<file path="src/rtl/wb_enclave_bridge.sv">
// Wishbone slave between the management bus and the LWE enclave core:
// operand word packing, opcode handshake, result FIFO and status/pointer registers.
module wb_enclave_bridge #(
  parameter int unsigned DATA_WIDTH  = 128,
  parameter int unsigned ADDR_WIDTH  = 10,
  parameter logic [31:0] OPCODE_ADDR = 32'h3000_0000,
  parameter logic [31:0] DATA_ADDR   = 32'h2000_0000,
  parameter logic [31:0] OUTPUT_ADDR = 32'h1000_0000,
  parameter int unsigned RES_DEPTH   = 8
) (
  input  logic                  wb_clk_i,
  input  logic                  wb_rst_i,
  input  logic                  wbs_stb_i,
  input  logic                  wbs_cyc_i,
  input  logic                  wbs_we_i,
  input  logic [3:0]            wbs_sel_i,
  input  logic [31:0]           wbs_dat_i,
  input  logic [31:0]           wbs_adr_i,
  output logic                  wbs_ack_o,
  output logic [31:0]           wbs_dat_o,
  output logic                  mem_we_o,
  output logic [ADDR_WIDTH-1:0] mem_addr_o,
  output logic [DATA_WIDTH-1:0] mem_wdata_o,
  output logic                  opcode_valid_o,
  output logic [31:0]           opcode_o,
  input  logic                  opcode_ready_i,
  input  logic                  busy_i,
  input  logic                  res_valid_i,
  input  logic [31:0]           res_data_i,
  output logic                  res_ready_o
);

  localparam int unsigned WORDS = DATA_WIDTH / 32;
  localparam int unsigned LW    = (WORDS > 1) ? $clog2(WORDS) : 1;
  localparam int unsigned PW    = $clog2(RES_DEPTH);
  localparam int unsigned CW    = $clog2(RES_DEPTH + 1);
  localparam logic [31:0] STATUS_ADDR = OPCODE_ADDR + 32'd4;
  localparam logic [31:0] PTR_ADDR    = OPCODE_ADDR + 32'd8;

  logic [ADDR_WIDTH-1:0] ptr;
  logic [LW-1:0]         lane;
  logic [DATA_WIDTH-1:0] pack;
  logic [DATA_WIDTH-1:0] pack_merged;
  logic                  err_drop;
  logic                  err_underflow;
  logic [31:0]           fifo_mem [RES_DEPTH];
  logic [PW-1:0]         wr_ptr;
  logic [PW-1:0]         rd_ptr;
  logic [CW-1:0]         count;
  logic [CW-1:0]         count_next;
  logic [31:0]           status;
  logic [31:0]           rdata;

  logic acc, wr, rd, empty, full, push, pop;
  logic wr_data, wr_ptr_reg, wr_opc, wr_status, rd_out;
  logic set_drop, set_underflow;

  assign acc        = wbs_stb_i & wbs_cyc_i & ~wbs_ack_o;
  assign wr         = acc & wbs_we_i;
  assign rd         = acc & ~wbs_we_i;
  assign wr_data    = wr & (wbs_adr_i == DATA_ADDR);
  assign wr_ptr_reg = wr & (wbs_adr_i == PTR_ADDR);
  assign wr_opc     = wr & (wbs_adr_i == OPCODE_ADDR);
  assign wr_status  = wr & (wbs_adr_i == STATUS_ADDR);
  assign rd_out     = rd & (wbs_adr_i == OUTPUT_ADDR);

  assign empty         = (count == '0);
  assign full          = (count == CW'(RES_DEPTH));
  assign push          = res_valid_i & res_ready_o;
  assign pop           = rd_out & ~empty;
  assign set_underflow = rd_out & empty;
  assign set_drop      = wr_opc & opcode_valid_o;
  assign mem_addr_o    = ptr;

  assign status = {16'(ptr), 8'(count), 2'b00, err_underflow, err_drop,
                   full, empty, opcode_valid_o, busy_i};

  // Merge the selected byte lanes of the bus word into the current pack slice
  always_comb begin
    pack_merged = pack;
    for (int b = 0; b < 4; b++) begin
      if (wbs_sel_i[b]) pack_merged[32*int'(lane) + 8*b +: 8] = wbs_dat_i[8*b +: 8];
    end
  end

  always_comb begin
    count_next = count;
    if (push && !pop)      count_next = count + CW'(1);
    else if (!push && pop) count_next = count - CW'(1);
  end

  always_comb begin
    rdata = '0;
    if (wbs_adr_i == OPCODE_ADDR)      rdata = opcode_o;
    else if (wbs_adr_i == STATUS_ADDR) rdata = status;
    else if (wbs_adr_i == PTR_ADDR)    rdata = 32'(ptr);
    else if (wbs_adr_i == OUTPUT_ADDR) rdata = empty ? 32'h0 : fifo_mem[rd_ptr];
  end

  always_ff @(posedge wb_clk_i) begin
    if (push) fifo_mem[wr_ptr] <= res_data_i;
  end

  always_ff @(posedge wb_clk_i) begin
    if (wb_rst_i) begin
      wbs_ack_o      <= 1'b0;
      wbs_dat_o      <= '0;
      mem_we_o       <= 1'b0;
      mem_wdata_o    <= '0;
      opcode_valid_o <= 1'b0;
      opcode_o       <= '0;
      res_ready_o    <= 1'b0;
      ptr            <= '0;
      lane           <= '0;
      pack           <= '0;
      err_drop       <= 1'b0;
      err_underflow  <= 1'b0;
      wr_ptr         <= '0;
      rd_ptr         <= '0;
      count          <= '0;
    end else begin
      wbs_ack_o <= acc;
      wbs_dat_o <= rd ? rdata : 32'h0;
      mem_we_o  <= 1'b0;

      // Pointer advances after the cycle that presented it with the word
      if (mem_we_o) ptr <= ptr + ADDR_WIDTH'(1);

      if (wr_data) begin
        pack <= pack_merged;
        if (lane == LW'(WORDS - 1)) begin
          mem_we_o    <= 1'b1;
          mem_wdata_o <= pack_merged;
          lane        <= '0;
        end else begin
          lane <= lane + LW'(1);
        end
      end

      if (wr_ptr_reg) begin
        ptr  <= wbs_dat_i[ADDR_WIDTH-1:0];
        lane <= '0;
        pack <= '0;
      end

      if (opcode_valid_o && opcode_ready_i) opcode_valid_o <= 1'b0;
      if (wr_opc && !opcode_valid_o) begin
        opcode_o       <= wbs_dat_i;
        opcode_valid_o <= 1'b1;
      end

      err_drop      <= (err_drop & ~(wr_status & wbs_dat_i[4])) | set_drop;
      err_underflow <= (err_underflow & ~(wr_status & wbs_dat_i[5])) | set_underflow;

      if (push) wr_ptr <= wr_ptr + PW'(1);
      if (pop)  rd_ptr <= rd_ptr + PW'(1);
      count       <= count_next;
      res_ready_o <= (count_next != CW'(RES_DEPTH));
    end
  end

endmodule

</file>
<file path="config.mk">
export PLATFORM = sky130hd
export DESIGN_NAME = wb_enclave_bridge
export DESIGN_NICKNAME = d
export VERILOG_FILES = /design/src/rtl/wb_enclave_bridge.sv
export SDC_FILE = /design/constraint.sdc
export NUM_CORES = 1
export LEC_CHECK = 0
export BUFFER_PORTS_ARGS = -buffer_cell sky130_fd_sc_hd__buf_4
export CAP_MARGIN = 20
export CORE_ASPECT_RATIO = 0.6
export CORE_MARGIN = 5
export CORE_UTILIZATION = 54
export CTS_BUF_LIST = sky130_fd_sc_hd__clkbuf_8
export CTS_CLUSTER_DIAMETER = 100
export DETAILED_ROUTE_END_ITERATION = 6
export PLACE_DENSITY = 0.9
export SLEW_MARGIN = 30
export SYNTH_ARGS = -nofsm -noshare
export SYNTH_HDL_FRONTEND = slang
export SYNTH_SLANG_ARGS = --single-unit
</file>
<file path="constraint.sdc">
create_clock -name wb_clk_i -period 4.4 [get_ports wb_clk_i]
set_input_delay 0.22 -clock wb_clk_i [delete_from_list [all_inputs] [get_ports wb_clk_i]]
set_output_delay 0.22 -clock wb_clk_i [all_outputs]
set_load 0.05 [all_outputs]
</file>
# After elaboration in Yosys (flattened, before gate mapping)
# Memories as Yosys holds them, arrays and structs flattened. A register that Yosys moved wholly into a read port is not among the register bits.
# Index checks and enable logic that the tools add are counted.
dict set report op_classes {
  n_addsub 13
  n_eq_ne 8
  shift 8
  mux 25
  n_bitwise 26
  reduce_logical 14
}
# op n
set ops {}
lappend ops {{128-bit bitwise mux} 4}
lappend ops {{128-bit two-way mux} 4}
lappend ops {{8-bit by 33-bit variable shift with 128-bit output, first input constant} 4}
lappend ops {{8-bit by 33-bit indexed part select with 128-bit output} 4}
lappend ops {{32-bit two-way mux} 5}
lappend ops {{32-bit by 30-bit == test with 1-bit output, second input constant} 4}
lappend ops {{8-bit negation with 33-bit output} 3}
lappend ops {{7-bit negation with 33-bit output} 1}
lappend ops {{32-bit by 29-bit == test with 1-bit output, second input constant} 1}
lappend ops {{10-bit two-way mux} 2}
lappend ops {{1-bit bitwise AND} 17}
lappend ops {{7-bit by 5-bit adder with 8-bit output, second input constant} 2}
lappend ops {{10-bit by 1-bit adder with 10-bit output, second input constant} 1}
lappend ops {{7-bit by 4-bit adder with 8-bit output, second input constant} 1}
lappend ops {{4-bit two-way mux} 2}
lappend ops {{1-bit inverter} 7}
lappend ops {{3-bit by 1-bit adder with 3-bit output, second input constant} 2}
lappend ops {{3-bit two-way mux} 2}
lappend ops {{2-bit OR reduction} 3}
lappend ops {{1-bit two-way mux} 5}
lappend ops {{4-bit by 1-bit adder with 4-bit output, second input constant} 1}
lappend ops {{4-bit == test, second input constant} 1}
lappend ops {{1-bit logical AND} 4}
lappend ops {{4-bit logical NOT} 1}
lappend ops {{9 further kinds} 13}
dict set report word_totals {
  register_bits 348
  ramBits 256
  inputBits 108
  out_inout_bits 206
  word_cells 110
  memories 1
}
# name depth word_bits read_ports rd_ports_with_merged_regs wr line
set mem_list {}
lappend mem_list {fifo_mem 8 32 1 1 1 46} ;# logic [31:0] fifo_mem [RES_DEPTH];

# Longest topological paths before layout
dict set report logic_depth {
  depth_word 10
  ltp_mapped 10
  mapped_depth_nobuf 8
}

# Least setup slack after synthesis
# Ideal clock, no wire load.
dict set report synth_timing {
  path_type {reg2reg}
  startpoint {reg res_ready_o}
  endpoint {mem fifo_mem[0][0], enable pin}
  setup_ns 0.501
  arrival_ns 4.224
  required_ns 3.899
  slack_ns -0.325
  stages_incl_launch_ff 4
  path_buffers 1
  period_less_slack_ns 4.725
  cell_sequence {dfxtp_1 -> nand2_1 -> buf_1 -> nor4_1}
}
dict set report synth_between {
  elab_chain_len 3
}
# item line
set synth_rtl {}
lappend synth_rtl {{start, declared} 30} ;# output logic res_ready_o
lappend synth_rtl {{start signal, assigned} 158} ;# res_ready_o <= (count_next != CW'(RES_DEPTH));
lappend synth_rtl {{1-bit bitwise AND} 69} ;# assign push = res_valid_i & res_ready_o;
lappend synth_rtl {{1-bit two-way mux} 101} ;# if (push) fifo_mem[wr_ptr] <= res_data_i;
lappend synth_rtl {{1-bit two-way mux (implied by the code)} 101}
lappend synth_rtl {{end, declared} 46}
# No other way between the ends.

# Worst setup path after layout
dict set report layout_timing {
  startpoint {reg lane[0]}
  endpoint {reg pack[70]}
}
dict set report layout_between {
  elab_chain_len 10
  word_cells_on_any_way 23
  classes_between {add/sub: 7; shift: 8; mux: 8}
}
# item line
set layout_rtl {}
lappend layout_rtl {{start, declared} 41} ;# logic [LW-1:0] lane;
lappend layout_rtl {{start signal, assigned} 136} ;# lane <= lane + LW'(1);
lappend layout_rtl {{branches (longest 9 deep; another with 8-bit negation with 33-bit output)} --}
lappend layout_rtl {{128-bit two-way mux (*)} 82} ;# if (wbs_sel_i[b]) pack_merged[32*int'(lane) + 8*b +: 8] = wbs_dat_i[8*b +: 8];
lappend layout_rtl {{end signal, assigned} 130} ;# pack <= pack_merged;
lappend layout_rtl {{end, declared} 42} ;# logic [DATA_WIDTH-1:0] pack;
# Mark *: on every way between the ends.
# A chain may end at the register's enable or synchronous reset.

==> flow_summary.yaml <==
synthesis:
  ys_seq_area_frac: 0.6261
  synth_top_area_share: 0.3271
  syn-num-nets: 2068
  synth_area_um2: 23500
  synth_common_cells: "394 x nor2_1, 351 x dfxtp_1, 267 x a211oi_1"
  yosys.area.top_type: "edfxtp_1"
  ys_ff_latch: 607
  synthXorXnorAreaFrac: 0.005963
  yosys.area_share.adder: 0.006709
  synthArstFlopShare: 0
  synth_edf_count: 256
  yosys.area_share.simple: 0.1045
  synth_compound_area_frac: 0.1349
  ys_types: 47
  yosys_warnings: 0
  synth_flop_cell: "dfxtp_1"
  syn_inst: 1949
  yosysMostFrequentCell: "nor2_1"
  synthMuxAreaShare: 0.09285
  avgSynthCellArea_um2: 12.06
  synth_top_family_by_area: "compound AO/OA/AOI/OAI gates"
  synth.area.top_cells: "edfxtp_1 33%, dfxtp_1 30%, a211oi_1 8.5%"
layout:
  syn_to_final_growth_pct: 22.94
  reg_top3: "fifo_mem x256, mem_wdata_o x128, pack x128"
  layout-drive-gt1-share: 0.2470
  largest_reg_flops: 256
  regMostFlops: "fifo_mem"
  nets: 2425
clock_network:
  cts_setup_buffers: 0
  numClockSinks: 607
  path_clk_slew_ps: 70
  clockBufferDepth: 3
  postCtsHoldBufs: 70
  insertion_delay_ps: 670
  cts_tree: "yes"
  ctsResizeCount: 0
  numCtsBuffers: 86
  htree_levels: 3
  cts-root-buf: "clkbuf_8"
critical_path:
  critPathCaptureType: "register"
  path_cells: "inv_1, ha_1, nand2_1, nor4_2, a22oi_1, a211oi_1"
  cp-start-kind: "register"
  crit_type: "reg2reg"
  worstPathMaxFanout: 10
  slowest_delay_ps: 760
  slowest_stage: "nor4_2"
  worstPathArrival_ps: 3590
  worstPathRequired_ps: 4940
floorplanning:
  ioPinCount: 314
  floorplan.initialDensity: 0.5442
  die_y_um: 171.6
  die_x_um: 279.3
  fp.dieArea_um2: 47930
  core_um2: 43190
  fp-row-count: 59
route:
  ant_nets: 0
  vias: 18370
  drcViolationCount: 6
  viasPerCell: 6.199
  drt_first_iter_violations: 2585
  wl_per_cell_um: 24.60
  drtPass1Iterations: 7
  routed_wl_um: 72880
status:
  status: "finished, violations left"
  failed_checks: "design-rule violations"
sta:
  hold_ws_ps: 101.5
  relSlewSlack: 0.3706
  tns_ps: 0
  setup_ws_ps: 1350
  finalMaxSlewViolations: 0
  rsz0062_at_grt: "no"
  period_share: 0.6931
  tightest_slew_ps: 944.2
  fmax_ghz: 0.3279
  setup_viol: 0
  clock_skew_ps: 35.84
  final.min_clock_period_ps: 3050
  hold_viol: 0
power_and_ir_drop:
  power.density_cell_area_nw_per_um2: 375.1
  ir_drop_mv: 0.2000
  finalPower_w: 0.01084
  leakage_nw: 9.834
global_route:
  grt_pass1_wl_um: 107400
  grt_antenna_before_repair: 10
  grt_pass1_vias: 17820
  grt.total_usage: 0.2925
  grt.overflow.total: 0
  grt_max_degree: 259
placement:
  dp_hpwl_um: 46640
  gp_congestion: 0.8974
  io_buffers: 313
  dp_slack_ps: 883.6
min_path:
  hp-class: "in2reg"
run:
  maxCapViolations: 0
[metal layers]
metal | routed length (um) | GRT usage | vias up | share of wire
met5 | 95 | 0.01282 | - | 0.0013
met3 | 9162 | 0.09537 | 282 | 0.13
met4 | 3714 | 0.1358 | 6 | 0.051
met1 | 26670 | 0.3767 | 8804 | 0.37
li1 | - | - | 8035 | -
met2 | 33230 | 0.4553 | 1242 | 0.46
[area by class of cell]
cell class                 instances  area [um^2]
clock inverter                    54        354.1
fill                            2919        14300
clock buffer                     100         1376
multi-input combinational       1186         8219
sequential                       607        14720
tap                              579        724.4
timing repair buffer             417         3433
antenna                           12        30.03
inverter                           8        30.03
[logic make-up (layout without fill, tap and decap cells)]
logic type / after synthesis / in the layout
muxes: 134 / 134
other: 0 / 12
AOI/OAI and AO/OA: 442 / 442
adders and majority gates: 13 / 13
buffers and inverters: 156 / 579
xor gates and xnor gates: 16 / 16
and+or+nand+nor: 581 / 581
DFF: 607 / 607
[stage by stage]
stage | cells | utilization | instance area, um^2
after floorplan | 1949 | - | 23510
after global placement | 2726 | 0.6107 | 26380
after detailed placement | 2726 | 0.6111 | 26390
after CTS | 2950 | 0.6674 | 28820
after global routing | 2958 | 0.6687 | 28880
final | 2963 | 0.6690 | 28890
[layout by cell type (no fill, tap or decap), types with 37 or more instances in the layout]
cell / instances
a211oi_1: 267
a21oi_1: 81
a22oi_1: 67
buf_4: 336
clkbuf_8: 100
dfxtp_1: 348
dlygate4sd3_1: 70
edfxtp_1: 256
inv_1: 37
mux2i_1: 38
mux4_2: 64
nand2_1: 85
nor2_1: 391
[power by group]
part | internal, W | leakage [nW] | switching [W]
Sequential | 0.00589 | 5.14 | 0.0000170
Combinational | 0.000170 | 3.70 | 0.000269
Clock | 0.00232 | 0.992 | 0.00217
Total | 0.00838 | 9.83 | 0.00246
[final timing paths]
kind | start | to | slack [ps] | cells after the start
max | lane[0] | pack[70] | 1350 | 6
min | wb_rst_i | opcode_valid_o | 100 | 2
max reg2reg | lane[0] | pack[70] | 1350 | 6
min reg2reg | wbs_ack_o | wbs_ack_o | 480 | 1
[critical path: cells and delay by family, from the launching register on]
family	cells	cell delay [ps]
flops	1	410
buf+inv	1	270
fa+ha+maj	1	450
simple gates	2	1100
compound gates	2	690
No activity file was read; power rests on OpenSTA's default activity.
